$ cat config.mk
export PLATFORM = sky130hd
export DESIGN_NAME = collision_detect
export DESIGN_NICKNAME = d
export VERILOG_FILES = /design/src/rtl/collision_detect.sv
export SDC_FILE = /design/constraint.sdc
export NUM_CORES = 1
export LEC_CHECK = 0
export BUFFER_PORTS_ARGS = -buffer_cell sky130_fd_sc_hd__buf_4
export CORE_MARGIN = 4
export CORE_UTILIZATION = 55
export DETAILED_ROUTE_END_ITERATION = 6
export PLACE_DENSITY = 0.91
export SYNTH_ARGS = -nofsm -noshare
export SYNTH_HDL_FRONTEND = slang
export SYNTH_SLANG_ARGS = --single-unit
$ cat constraint.sdc
create_clock -name clk -period 2.15 [get_ports clk]
set_input_delay 0.215 -clock clk [delete_from_list [all_inputs] [get_ports clk]]
set_output_delay 0.215 -clock clk [all_outputs]
set_load 0.02 [all_outputs]
$ cat src/rtl/collision_detect.sv
// ---------------------------------------------------------------------------
// collision_detect
//
// Purpose:
//   Watches the per-pixel object values from the video peripheral (player
//   0/1, missile 0/1, ball, playfield). It latches each of the 15 pairwise
//   overlaps into sticky collision bits. It also records the beam position
//   of the first unmasked overlap after each re-arm. The state is read and
//   written through a small 8-bit register window.
//
// Build option:
//   COLLISION_IRQ_EN - when defined, a pending-interrupt flag sets on every
//                      first-hit capture and drives irq. When undefined, irq
//                      is tied 0 and register 0x8 bit1 reads 0.
//
// Ports:
//   clk          system clock, all state on the rising edge
//   reset        asynchronous, active-high reset
//   pixel_strobe one-cycle qualifier, high once per displayed pixel
//   in_image     high while the beam is inside the active image
//   frame_start  one-cycle pulse at the start of each frame
//   hpos, vpos   current beam position (POS_WIDTH bits)
//   obj_values   {PF, BL, M1, M0, P1, P0}, bit 0 = player 0
//   address      register select (0x0..0xF)
//   data_in      register write data
//   write_enable register write strobe
//   enable       register read strobe
//   data_out     registered read data, updated one cycle after enable
//   irq          collision interrupt (0 unless COLLISION_IRQ_EN)
// ---------------------------------------------------------------------------
module collision_detect #(
  parameter int POS_WIDTH = 10
) (
  input  logic                 clk,
  input  logic                 reset,
  input  logic                 pixel_strobe,
  input  logic                 in_image,
  input  logic                 frame_start,
  input  logic [POS_WIDTH-1:0] hpos,
  input  logic [POS_WIDTH-1:0] vpos,
  input  logic [5:0]           obj_values,
  input  logic [3:0]           address,
  input  logic [7:0]           data_in,
  input  logic                 write_enable,
  input  logic                 enable,
  output logic [7:0]           data_out,
  output logic                 irq
);

  // The capture engine is either waiting for a first unmasked hit (ARMED)
  // or holding a position it already captured (CAPTURED).
  typedef enum logic {
    ARMED    = 1'b0,
    CAPTURED = 1'b1
  } capState_e;

  capState_e state_q, state_d;

  logic                 pixelQual;
  logic [14:0]          hit;
  logic [14:0]          unmaskedHit;
  logic                 anyUnmasked;

  logic                 wrCx;
  logic                 wrMaskLo;
  logic                 wrMaskHi;
  logic                 wrCtrl;
  logic                 rearm;
  logic                 captureFire;
  logic                 firstValid;
  logic                 irqPending;

  logic [14:0]          cx_q, cx_d;
  logic [14:0]          mask_q, mask_d;
  logic [POS_WIDTH-1:0] firstH_q, firstH_d;
  logic [POS_WIDTH-1:0] firstV_q, firstV_d;
  logic [7:0]           dataOut_q, dataOut_d;
  logic [7:0]           readData;

  // Only a displayed pixel inside the active image counts. Each pair bit is
  // the AND of the two objects it names. The bit order runs P0 against
  // everything, then P1 against the rest, and so on down to BL-PF.
  assign pixelQual = pixel_strobe & in_image;

  always_comb begin
    hit = '0;
    if (pixelQual) begin
      hit[0]  = obj_values[0] & obj_values[1];
      hit[1]  = obj_values[0] & obj_values[2];
      hit[2]  = obj_values[0] & obj_values[3];
      hit[3]  = obj_values[0] & obj_values[4];
      hit[4]  = obj_values[0] & obj_values[5];
      hit[5]  = obj_values[1] & obj_values[2];
      hit[6]  = obj_values[1] & obj_values[3];
      hit[7]  = obj_values[1] & obj_values[4];
      hit[8]  = obj_values[1] & obj_values[5];
      hit[9]  = obj_values[2] & obj_values[3];
      hit[10] = obj_values[2] & obj_values[4];
      hit[11] = obj_values[2] & obj_values[5];
      hit[12] = obj_values[3] & obj_values[4];
      hit[13] = obj_values[3] & obj_values[5];
      hit[14] = obj_values[4] & obj_values[5];
    end
  end

  // The mask only gates first-hit capture and the interrupt. The sticky
  // latches always see every hit.
  assign unmaskedHit = hit & ~mask_q;
  assign anyUnmasked = |unmaskedHit;

  // Register write decodes
  assign wrCx     = write_enable && ((address == 4'h0) || (address == 4'h1));
  assign wrMaskLo = write_enable && (address == 4'h2);
  assign wrMaskHi = write_enable && (address == 4'h3);
  assign wrCtrl   = write_enable && (address == 4'h8);

  // A re-arm in the same cycle as an unmasked hit still captures that hit.
  // The re-arm is treated as taking effect first, then the capture fires.
  assign rearm       = frame_start || (wrCtrl && data_in[0]);
  assign captureFire = ((state_q == ARMED) || rearm) && anyUnmasked;

  // Capture FSM: state register
  always_ff @(posedge clk or posedge reset) begin
    if (reset) begin
      state_q <= ARMED;
    end else begin
      state_q <= state_d;
    end
  end

  // Capture FSM: next-state logic. A capture has priority over a re-arm,
  // so a coincident re-arm and hit lands in CAPTURED.
  always_comb begin
    state_d = state_q;
    case (state_q)
      ARMED: begin
        if (captureFire) begin
          state_d = CAPTURED;
        end
      end
      CAPTURED: begin
        if (captureFire) begin
          state_d = CAPTURED;
        end else if (rearm) begin
          state_d = ARMED;
        end
      end
      default: state_d = ARMED;
    endcase
  end

  // Capture FSM: outputs
  always_comb begin
    firstValid = 1'b0;
    case (state_q)
      ARMED:    firstValid = 1'b0;
      CAPTURED: firstValid = 1'b1;
      default:  firstValid = 1'b0;
    endcase
  end

  // Next values for the latches, mask and captured position. When a clear
  // and a new hit coincide, the hit is OR-ed in after the clear. This way
  // the new hit survives.
  always_comb begin
    cx_d     = (wrCx ? 15'd0 : cx_q) | hit;

    mask_d   = mask_q;
    if (wrMaskLo) begin
      mask_d[7:0] = data_in;
    end
    if (wrMaskHi) begin
      mask_d[14:8] = data_in[6:0];
    end

    firstH_d = firstH_q;
    firstV_d = firstV_q;
    if (captureFire) begin
      firstH_d = hpos;
      firstV_d = vpos;
    end
  end

`ifdef COLLISION_IRQ_EN
  logic irqPending_q, irqPending_d;

  // The pending flag sets on any capture. Software clears it through 0x8
  // bit1. If both happen in one cycle, the set wins so no capture is lost.
  always_comb begin
    irqPending_d = irqPending_q;
    if (wrCtrl && data_in[1]) begin
      irqPending_d = 1'b0;
    end
    if (captureFire) begin
      irqPending_d = 1'b1;
    end
  end

  always_ff @(posedge clk or posedge reset) begin
    if (reset) begin
      irqPending_q <= 1'b0;
    end else begin
      irqPending_q <= irqPending_d;
    end
  end

  assign irqPending = irqPending_q;
  assign irq        = irqPending_q;
`else
  assign irqPending = 1'b0;
  assign irq        = 1'b0;
`endif

  // Read mux. Position high bytes carry only bits [9:8], shifted down.
  always_comb begin
    readData = 8'h00;
    case (address)
      4'h0:    readData = cx_q[7:0];
      4'h1:    readData = {1'b0, cx_q[14:8]};
      4'h2:    readData = mask_q[7:0];
      4'h3:    readData = {1'b0, mask_q[14:8]};
      4'h4:    readData = 8'(firstH_q);
      4'h5:    readData = 8'(firstH_q >> 8) & 8'h03;
      4'h6:    readData = 8'(firstV_q);
      4'h7:    readData = 8'(firstV_q >> 8) & 8'h03;
      4'h8:    readData = {6'b0, irqPending, firstValid};
      default: readData = 8'h00;
    endcase
  end

  // A read happens only when enable is high without write_enable. When both
  // strobes are high, the write goes ahead and data_out keeps its old value.
  always_comb begin
    dataOut_d = dataOut_q;
    if (enable && !write_enable) begin
      dataOut_d = readData;
    end
  end

  // Datapath registers
  always_ff @(posedge clk or posedge reset) begin
    if (reset) begin
      cx_q      <= '0;
      mask_q    <= '0;
      firstH_q  <= '0;
      firstV_q  <= '0;
      dataOut_q <= '0;
    end else begin
      cx_q      <= cx_d;
      mask_q    <= mask_d;
      firstH_q  <= firstH_d;
      firstV_q  <= firstV_d;
      dataOut_q <= dataOut_d;
    end
  end

  assign data_out = dataOut_q;

endmodule

==> impl_metrics.env <==
export IMPL_mostFrequentLayoutCells="dfrtp_1 (59), buf_4 (52), mux2_2 (20), nand2_1 (20), mux2_4 (20)"
export IMPL_post_cts_buffers=0
export IMPL_rows=26
export IMPL_clk_pin_slew_ps=60
export IMPL_clock_latency_ps=330
export IMPL_internal_power_uw=2350
export IMPL_switching_power_uw=876
export IMPL_initial_utilization_pct=57.1
export IMPL_grt_pass1_wl_um=11100
export IMPL_comb_power_share_pct=22.4
export IMPL_grt_max_degree=32
export IMPL_drv_cap=0
export IMPL_hp_class="primary input to flop"
export IMPL_critPathKind="flop to flop"
export IMPL_vias=2210
export IMPL_synthArstFlopShare_pct=100
export IMPL_rsz0062_at_grt="no"
export IMPL_io_pins=54
export IMPL_syn_inst=241
export IMPL_holdWs_ps=108
export IMPL_fmax_mhz=552
export IMPL_grt_pass1_vias=2182
export IMPL_syn_cell_area_um2=2940
export IMPL_worst_ep_arrival_time_ps=2030
export IMPL_p_seq_share_pct=47.5
export IMPL_power_density_nw_per_um2=902
export IMPL_hpwl_um=5030
export IMPL_drv_slew=0
export IMPL_finClkSkew_ps=6.74
export IMPL_grt_usage_pct=23.4
export IMPL_synth_seq_cells=59
export IMPL_cts_tree="done"
export IMPL_slew_headroom_pct=58.3
export IMPL_setup_viol=0
export IMPL_core_area_um2=5140
export IMPL_worstMarginPinSlew_ps=625
export IMPL_synth_area_leader_cell="dfrtp_1"
export IMPL_cts_hold_buf=1
export IMPL_vdd_ir_drop_max_uv=635
export IMPL_end_kind="flop"
export IMPL_period_share_pct=84.3
export IMPL_portBuffers=52
export IMPL_synth_edff_count=0
export IMPL_ctsHtreeMaxLevel=3
export IMPL_setup_slack_ps=338
export IMPL_gp_congestion=0.892
export IMPL_wl_um=6840
export IMPL_die_width_um=81.1
export IMPL_final_antenna_net_count=0
export IMPL_cts_root_buffer="clkbuf_8"
export IMPL_antenna_found_initial=0
export IMPL_die_h_um=81.1
export IMPL_total_power_uw=3230
export IMPL_ys_flop_type="dfrtp_1"
export IMPL_clkSinkCount=59
export IMPL_synthTopCellsByArea="dfrtp_1 (50%), mux2_4 (10%), mux2_2 (7.7%), a22o_1 (3.0%), nand2_1 (2.6%)"
export IMPL_design_area_um2=3580
export IMPL_crit_path_start_kind="flop"
export IMPL_vias_per_cell=5.97
export IMPL_crit_fanout=20
export IMPL_final_common_cell="dfrtp_1"
export IMPL_totalNegativeSetupSlack_ps=0
export IMPL_hold_violations=0
export IMPL_numCtsBuffers=9
export IMPL_ys_seq_area_share_pct=50.3
export IMPL_dpl_cell_area_um2=3380
export IMPL_switching_share_pct=27.1
export IMPL_dieArea_um2=6570
export IMPL_finalWorstPathRequiredPeriod_ps=1810
export IMPL_critPathRequiredTime_ps=2360
export IMPL_leakagePower_uw=0.00166
export IMPL_wl_per_cell_um=18.5
export IMPL_num_nets_final=340
export IMPL_status="complete, no violations"
export IMPL_synth_top_cell_area_share_pct=50.3
export IMPL_drive_above_1_share_pct=41.3
export IMPL_syn_avg_cell_area_um2=12.2
export IMPL_ys_types=45
export IMPL_firstDrtPassIters=4
export IMPL_remaining_drc_errors=0
export IMPL_ys_warnings_count=0
export IMPL_cts_path_max_buffers=2
export IMPL_ctsResizeCount=0
export IMPL_syn2layout_area_growth_pct=22.0
export IMPL_pre_cts_ws_ps=265
export IMPL_syn_nets=286
export IMPL_drt_iter0_drc=231
export IMPL_p_clk_share_pct=30.1
export IMPL_overflow=0
export IMPL_n_antenna_cell=0
==> per-stage QoR <==
stage / utilization [%] / cells
final: 69.7 / 370
after detailed placement: 65.8 / 353
after global routing: 69.7 / 370
after CTS: 69.7 / 370
after floorplan: - / 241
after global placement: 65.8 / 353
==> critical path, cell delays in order, from the launching register on <==
cell and delay, ps:
dfrtp_1 390, and2b_1 190, o31a_1 240, a211oi_2 250
a21boi_2 120, buf_12 190, mux2_4 310
==> worst paths after layout <==
| kind | from | endpoint | cells after the start | slack [ps] |
|---|---|---|---|---|
| max in group asynchronous | reset | mask_q[0] | 4 | 1050 |
| worst min register to register | data_out[2] | data_out[2] | 2 | 480 |
| worst max register to register | mask_q[4] | firstV_q[4] | 6 | 340 |
| worst min-delay path | vpos[0] | firstV_q[0] | 2 | 110 |
| min in group asynchronous | reset | firstH_q[8] | 3 | 530 |
| worst max-delay path | mask_q[4] | firstV_q[4] | 6 | 340 |
==> area by class of cell <==
type                    instances  area (µm²)
clock buffers                  14         153
clock inverters                 2        35.0
fillers                       399        1560
inverters                       3        11.3
multi-input cells             167        1380
flip-flops and latches         59        1480
well taps                      70        87.6
repair buffers                 55         440
==> Yosys cell counts, types with 4 or more instances <==
cell type / n
nor2b_1: 5
nor2_1: 11
a21oi_1: 8
and3_2: 4
nand2b_1: 7
nand2_1: 20
o21ai_0: 9
dfrtp_1: 59
clkbuf_1: 4
mux2_2: 20
mux2_4: 20
a22o_1: 10
a22oi_1: 6
nand3_1: 5
buf_2: 5
a22o_2: 4
mux2i_1: 5
==> cell families (layout without fill, tap and decap cells) <==
logic type	Yosys count	after routing	share of synthesized area (%)
simple gates	67	67	12.1
flops	59	59	50.3
compound gates	51	51	12.8
mux	48	48	21.9
buf+inv	15	74	2.77
other cells	1	1	0.128
==> metal layers <==
layer  track usage, %  part of all wire, %  vias up  routed length [µm]
li1                 -                    -      990                   -
met1             31.3                   41     1090                2830
met2             36.9                   48      111                3270
met3             5.76                  8.0       19                 548
met4             9.29                  2.9        0                 196
met5                0                    0        -                   0
==> power by group through the flow <==
stage / combinational [µW] / clock, µW / sequential, µW
global placement: 690 / 0 / 1530
detailed placement: 717 / 0 / 1540
finish: 724 / 972 / 1540
CTS: 723 / 980 / 1530
floorplan: 512 / 0 / 1490
global route: 782 / 1040 / 1550
==> flip-flops by register name (all words and copies together) (netlist names) <==
name	flops
cx_q	15
mask_q	15
firstH_q	10
firstV_q	10
data_out	8
state_q	1
Power figures use the tool's default switching activity.
